$ cat src/rtl/demux_4way.sv
// demux_4way: registered 1-to-4 demultiplexer.
// Each clock edge steers the input word to the lane that ctrl selects.
// The other three lanes load zero on that same edge, so at most one lane
// is ever nonzero. Every output comes straight from a flop.
module demux_4way #(
  parameter int WIDTH = 64
) (
  input  logic             clk,
  input  logic             rst_n,
  input  logic [1:0]       ctrl,
  input  logic [WIDTH-1:0] in,
  output logic [WIDTH-1:0] out1,
  output logic [WIDTH-1:0] out2,
  output logic [WIDTH-1:0] out3,
  output logic [WIDTH-1:0] out4
);

  logic [WIDTH-1:0] out1_d, out2_d, out3_d, out4_d;
  logic [WIDTH-1:0] out1_q, out2_q, out3_q, out4_q;

  // Decode ctrl: the selected lane takes the input word and every other lane takes zero.
  always_comb begin
    out1_d = '0;
    out2_d = '0;
    out3_d = '0;
    out4_d = '0;
    case (ctrl)
      2'd0: out1_d = in;
      2'd1: out2_d = in;
      2'd2: out3_d = in;
      2'd3: out4_d = in;
    endcase
  end

  // Lane registers. Reset clears them at once, without waiting for a clock edge.
  always_ff @(posedge clk or negedge rst_n) begin
    if (!rst_n) begin
      out1_q <= '0;
      out2_q <= '0;
      out3_q <= '0;
      out4_q <= '0;
    end else begin
      out1_q <= out1_d;
      out2_q <= out2_d;
      out3_q <= out3_d;
      out4_q <= out4_d;
    end
  end

  assign out1 = out1_q;
  assign out2 = out2_q;
  assign out3 = out3_q;
  assign out4 = out4_q;

endmodule

$ cat config.mk
export PLATFORM = sky130hd
export DESIGN_NAME = demux_4way
export DESIGN_NICKNAME = d
export VERILOG_FILES = /design/src/rtl/demux_4way.sv
export SDC_FILE = /design/constraint.sdc
export NUM_CORES = 1
export LEC_CHECK = 0
export ABC_AREA = 1
export CELL_PAD_IN_SITES_DETAIL_PLACEMENT = 1
export CELL_PAD_IN_SITES_GLOBAL_PLACEMENT = 1
export CORE_MARGIN = 8
export CORE_UTILIZATION = 35
export CTS_CLUSTER_DIAMETER = 60
export DETAILED_ROUTE_END_ITERATION = 16
export HOLD_SLACK_MARGIN = 0.02
export PLACE_DENSITY = 0.92
export SYNTH_ARGS = -nofsm -noshare
export SYNTH_HDL_FRONTEND = slang
export SYNTH_SLANG_ARGS = --single-unit
$ cat constraint.sdc
create_clock -name clk -period 0.8 [get_ports clk]
set_input_delay 0.16 -clock clk [delete_from_list [all_inputs] [get_ports clk]]
set_output_delay 0.16 -clock clk [all_outputs]
set_load 0.02 [all_outputs]
==> results of run 1 <==
[repair_timing]
action	4_1_cts	5_1_grt
hold buffers	1	0
cloned	4	0
setup endpoints to repair	365	256
resized for setup	1560	0
endpoints found under the hold margin	256	0
buffers inserted	0	0
[tightest hold or removal path: stages]
cell and delay, ns:
dlygate4sd3_1 0.57, buf_8 0.15, buf_4 0.21
[per-layer routing]
layer / share of wire, % / vias to the layer above / GRT usage (%)
met5: 0 / - / 0
met4: 5.5 / 0 / 11.1
met3: 6.5 / 87 / 6.15
met2: 55 / 264 / 40.8
met1: 33 / 2969 / 21.7
li1: - / 2484 / -
[layout make-up]
| cell class | count | area (µm²) |
|---|---|---|
| Clock buffer | 40 | 837 |
| Multi-Input combinational cell | 260 | 1010 |
| Fill cell | 2176 | 8770 |
| Clock inverter | 12 | 171 |
| Inverter | 66 | 248 |
| Sequential cell | 256 | 6410 |
| Timing Repair Buffer | 353 | 4100 |
| Tap cell | 280 | 350 |
| Antenna cell | 1 | 2.50 |
[cells by family (layout without fill, tap and decap cells)]
group                  after synthesis  count (layout)  share of synthesized area (%)
other                                0               1                              0
buffers and inverters               90             471                           5.79
AND/OR/NAND/NOR                    260             260                           12.6
flip-flops                         256             256                           81.6
[cell usage in the layout, fill, tap and decap left out]
cell and count:
nor2_2 4, dlygate4sd2_1 2, clkbuf_16 29, buf_6 257, nor2_1 252, buf_8 1, clkbuf_8 7, nand2_2 1
clkdlybuf4s50_1 64, diode_2 1, clkbuf_1 4, clkinv_2 5, buf_4 7, bufbuf_16 3, dfrtp_1 256, buf_16 1
inv_6 2, nand2_4 3, buf_12 17, dlygate4sd3_1 1, bufinv_16 4, inv_1 66, clkinv_4 1
[per-stage QoR]
| step | TNS, ns | worst slack [ns] |
|---|---|---|
| finish | -101.83 | -0.453 |
| global route | -110.65 | -0.479 |
| CTS | -107.38 | -0.476 |
| detailed placement | -216.13 | -0.657 |
| global placement | -200.40 | -0.543 |
| floorplan | 0 | 0.0989 |
[power by group through the flow]
stage	Clock (W)	Sequential, W	Combinational (W)
4_1_cts	0.0140	0.0137	0.00365
2_1_floorplan	0	0.0145	0.000575
5_1_grt	0.0146	0.0137	0.00382
3_5_place_dp	0	0.0138	0.00340
6_report	0.0138	0.0137	0.00361
3_3_place_gp	0	0.0138	0.00327
[state kept, by name, summed over array words and instances, names as in the netlist]
| signal | flops |
|---|---|
| out3 | 64 |
| out1 | 64 |
| out4 | 64 |
| out2 | 64 |
[worst paths after layout]
path,from,depth (start not counted),slack [ns],endpoint
min,rst_n,3,0.21,out1[49]$_DFF_PN0_
min in group clk,in[6],3,0.24,out2[6]$_DFF_PN0_
max,out1[45]$_DFF_PN0_,1,-0.45,out1[45]
max in group asynchronous,rst_n,3,0.17,out4[11]$_DFF_PN0_
==> impl_metrics.csv, run 1 <==
group,metric,value,unit
sta,post-route-period-util,157,%
power,power.leakage,6.99,nW
worst_setup_path,cp_num_buf_inv,1,
sta,rsz0062_at_grt,"true",
status,status,"finished, violations left",
sta,setup_viol,256,
worst_setup_path,slowest_delay,0.41,ns
worst_setup_path,cp-start-kind,"register",
yosys,syn_area,7850,µm²
sta,drv_slew,0,
drt,wl_per_cell,24.1,µm
drt,drt_iter0_markers,272,
place,numPortBuffers,323,
global_routing,grt_usage,21.9,%
global_routing,grt_pass1_wl,45800,µm
final_layout,fin_util,59.9,%
drt,drc_errors,0,
drt,num_vias,5804,
yosys,yosysTopAreaCellShare,81.6,%
sta,slew-limit-headroom,71.5,%
power,power_frac_seq,44.1,%
drt,vias_per_cell,4.58,
yosys,yosysTopAreaCell,"dfrtp_1",
clocking,clock_sinks,256,
clocking,cts_tree,"built",
place,gp_routability_congestion,0.775,
yosys,synth_async_sr_flop_share,100,%
worst_setup_path,worst_ep_arrival_time,1.09,ns
place,hpwl,21000,µm
yosys,synth_common_cells,"dfrtp_1 (256), nor2_1 (256), inv_1 (66)",
yosys,synth-edff-count,0,
worst_setup_path,path_cells,"buf_6",
yosys,synth.net_count,674,
floorplanning,fp.coreArea,21900,µm²
drt,dr.pass1.iters,4,
place,place_inst,1210,
power,p_int,0.0236,W
yosys,syn_avg_cell_area,12.9,µm²
floorplanning,die_w,166,µm
worst_setup_path,path_max_fanout,1,
power,combPwrFrac,11.6,%
run,max-cap-violations,0,
global_routing,grt_max_degree,69,
power,power,0.0311,W
final_layout,stdcell_area,13100,µm²
final_layout,area_growth,67.2,%
floorplanning,std_cell_rows,54,
sta,hold_viol,0,
yosys,synth_warnings,0,
power,pwr-share-clk,44.3,%
yosys,synth_top_flop_cell,"dfrtp_1",
global_routing,grt.overflow.total,0,
floorplanning,start_util,35.8,%
final_layout,layout.cells.non_filler,1268,
worst_setup_path,crit_type,"register to output port",
power,p_switching,0.00749,W
drt,totalWireLength,30500,µm
yosys,synth-seq-cells,256,
yosys,synthDistinctLibCells,7,
sta,postLayoutSetupSlackWorst,-0.453,ns
sta,layout_min_cycle_time,1.25,ns
sta,holdWs,0.211,ns
worst_setup_path,cp_slowest_cell,"dfrtp_1",
global_routing,grt_pass1_vias,6925,
yosys,synth_area_leaders,"dfrtp_1 (82%), nor2_1 (12%), inv_1 (3.2%), buf_6 (1.6%), buf_4 (0.67%)",
global_routing,antenna_found_initial,1,
power,power.density,2370,nW/µm²
worst_setup_path,crit_path_end_kind,"output port",
sta,worst_pin_slew,0.427,ns
floorplanning,die_h,166,µm
clocking,clk_pin_slew,0.07,ns
hold_path,hp-class,"input pin to asynchronous set/reset pin",
place,place_area,11600,µm²
power,ir_drop,0.00156,V
status,violations,"setup timing",
clocking,htree_num_levels,1,
yosys,syn_inst,606,
floorplanning,dieArea,27500,µm²
worst_setup_path,critPathRequiredTime,0.64,ns
power,switching_share,24.1,%
final_layout,nNetsFinal,1033,
floorplanning,ios,324,
worst_setup_path,crit_family,"flip-flops",
yosys,synth_seq_area_share,81.6,%
clocking,clk_path_buf_depth,3,
clocking,cts_buffers,28,
sta,fmax,0.798,GHz
final_layout,layout-drive-gt1-share,34.7,%
clocking,root_buffer,"clkbuf_16",
drt,postRouteAntennaNets,0,
Power figures use the tool's default switching activity.
==> run 2, diff against run 1 <==
--- a/config.mk
+++ b/config.mk
@@ -14,6 +14,7 @@
 export DETAILED_ROUTE_END_ITERATION = 16
 export HOLD_SLACK_MARGIN = 0.02
 export PLACE_DENSITY = 0.92
+export SETUP_SLACK_MARGIN = 0.1
 export SYNTH_ARGS = -nofsm -noshare
 export SYNTH_HDL_FRONTEND = slang
 export SYNTH_SLANG_ARGS = --single-unit
==> run 2 against run 1 <==
Effect of this change:
- the run still ends with setup timing left
- combinational power shrank 1%
- global-route usage is 0.42 points lower
- sequential cell count unchanged
- critical path type unchanged
- critical endpoint is now out1[20]
- largest cell class unchanged
- largest power group unchanged
- highest routed layer unchanged
==> impl_metrics.csv, run 2 (same netlist as run 1, synthesis figures left out) <==
group,metric,value,unit
final_layout,layout.area.seq,6410,µm²
final_layout,nNetsFinal,1032,
global_routing,grt_usage,21.5,%
final_layout,fin_util,59.8,%
worst_setup_path,worst_ep_arrival_time,1.11,ns
clocking,clock_sinks,256,
worst_setup_path,path_max_fanout,1,
floorplanning,start_util,35.8,%
drt,drt_iter0_markers,291,
worst_setup_path,crit_family,"flip-flops",
final_layout,final_common_cell,"buf_6",
sta,layout_min_cycle_time,1.27,ns
power,power.leakage,6.97,nW
drt,vias_per_cell,4.54,
worst_setup_path,crit_path_end_kind,"output port",
floorplanning,die_w,166,µm
final_layout,layout_common_cells,"buf_6 (258), dfrtp_1 (256), nor2_1 (254)",
worst_setup_path,cp-start-kind,"register",
sta,setup_viol,256,
floorplanning,fp.coreArea,21900,µm²
sta,hold_viol,0,
sta,drv_slew,0,
global_routing,grt_pass1_vias,6912,
floorplanning,die_h,166,µm
place,place_area,11600,µm²
clocking,clk_pin_slew,0.06,ns
place,numPortBuffers,323,
final_layout,layout-drive-gt1-share,34.5,%
clocking,cts_tree,"built",
status,status,"finished, violations left",
sta,slew-limit-headroom,73.3,%
power,power.density,2370,nW/µm²
worst_setup_path,crit_type,"register to output port",
clocking,clk_path_buf_depth,3,
sta,postLayoutSetupSlackWorst,-0.466,ns
worst_setup_path,cp_slowest_cell,"dfrtp_1",
drt,wl_per_cell,23.7,µm
clocking,cts_buffers,28,
global_routing,grt.overflow.total,0,
floorplanning,std_cell_rows,54,
place,hpwl,21000,µm
global_routing,grt_max_degree,69,
sta,rsz0062_at_grt,"true",
floorplanning,dieArea,27500,µm²
clocking,postCtsSetupRepairBufs,0,
drt,num_vias,5757,
clocking,root_buffer,"clkbuf_16",
status,violations,"setup timing",
global_routing,antenna_found_initial,1,
power,ir_drop,0.00156,V
drt,postRouteAntennaNets,0,
worst_setup_path,critPathRequiredTime,0.64,ns
final_layout,stdcell_area,13100,µm²
final_layout,area_growth,67.0,%
sta,worst_pin_slew,0.401,ns
place,gp_routability_congestion,0.775,
sta,tns,-102.32,ns
sta,fmax,0.790,GHz
drt,totalWireLength,30000,µm
power,power,0.0311,W
drt,dr.pass1.iters,4,
hold_path,hp-class,"input pin to asynchronous set/reset pin",
final_layout,fill_cells,2176,
sta,post-route-period-util,158,%
global_routing,grt_pass1_wl,45200,µm
worst_setup_path,path_cells,"buf_6",
floorplanning,ios,324,
final_layout,multiInputGateArea,1010,µm²
run,max-cap-violations,0,
clocking,htree_num_levels,1,
worst_setup_path,cp_num_buf_inv,1,
drt,drc_errors,0,
worst_setup_path,slowest_delay,0.43,ns
==> run 2: how the worst max path moves through the flow <==
stage	startpoint	to	slack, ns	depth (start not counted)
floorplan	ctrl[0]	out3[13]$_DFF_PN0_	0.1	4
finish	out1[20]$_DFF_PN0_	out1[20]	-0.47	1
global placement	ctrl[0]	out4[31]$_DFF_PN0_	-0.54	5
CTS	out1[20]$_DFF_PN0_	out1[20]	-0.48	1
detailed placement	ctrl[0]	out3[44]$_DFF_PN0_	-0.66	5
global route	out1[20]$_DFF_PN0_	out1[20]	-0.49	1
==> run 2: final cells by class <==
type | count | area share [%]
clock inverters | 12 | 1.31
multi-input cells | 260 | 7.75
flip-flops and latches | 256 | 48.9
clock buffers | 40 | 6.39
inverters | 66 | 1.89
well taps | 280 | 2.67
diodes | 1 | 0.0191
repair buffers | 352 | 31.1
==> run 2: report_power, final <==
group	total (W)	internal, W	switching, W
logic	0.00357	0.00159	0.00198
clock network	0.0138	0.00857	0.00525
registers	0.0137	0.0134	0.000272
total	0.0311	0.0236	0.00750
==> run 2: per-stage QoR <==
| stage | worst slack [ns] | hold WS, ns | cells |
|---|---|---|---|
| 6_report | -0.466 | 0.209 | 1267 |
| 2_1_floorplan | 0.0989 | -0.136 | 606 |
| 5_1_grt | -0.493 | 0.217 | 1267 |
| 3_5_place_dp | -0.657 | 0.152 | 1210 |
| 3_3_place_gp | -0.543 | 0.147 | 1210 |
| 4_1_cts | -0.476 | 0.185 | 1266 |
==> run 2: repair_timing <==
action,4_1_cts,5_1_grt
resized for setup,1559,1
gates cloned,3,0
endpoints found under the hold margin,256,0
endpoints found under the setup margin,512,260
hold buffers,1,0
==> run 2: routing by layer <==
| metal | global-route usage [%] | wire [µm] |
|---|---|---|
| met2 | 40.6 | 16700 |
| met1 | 21.2 | 9960 |
| met5 | 0 | 0 |
| met3 | 6.18 | 1950 |
| met4 | 9.80 | 1350 |
==> run 2: tightest hold or removal path: stages <==
cell           delay [ns]
dlygate4sd3_1        0.57
buf_8                0.15
buf_4                0.21
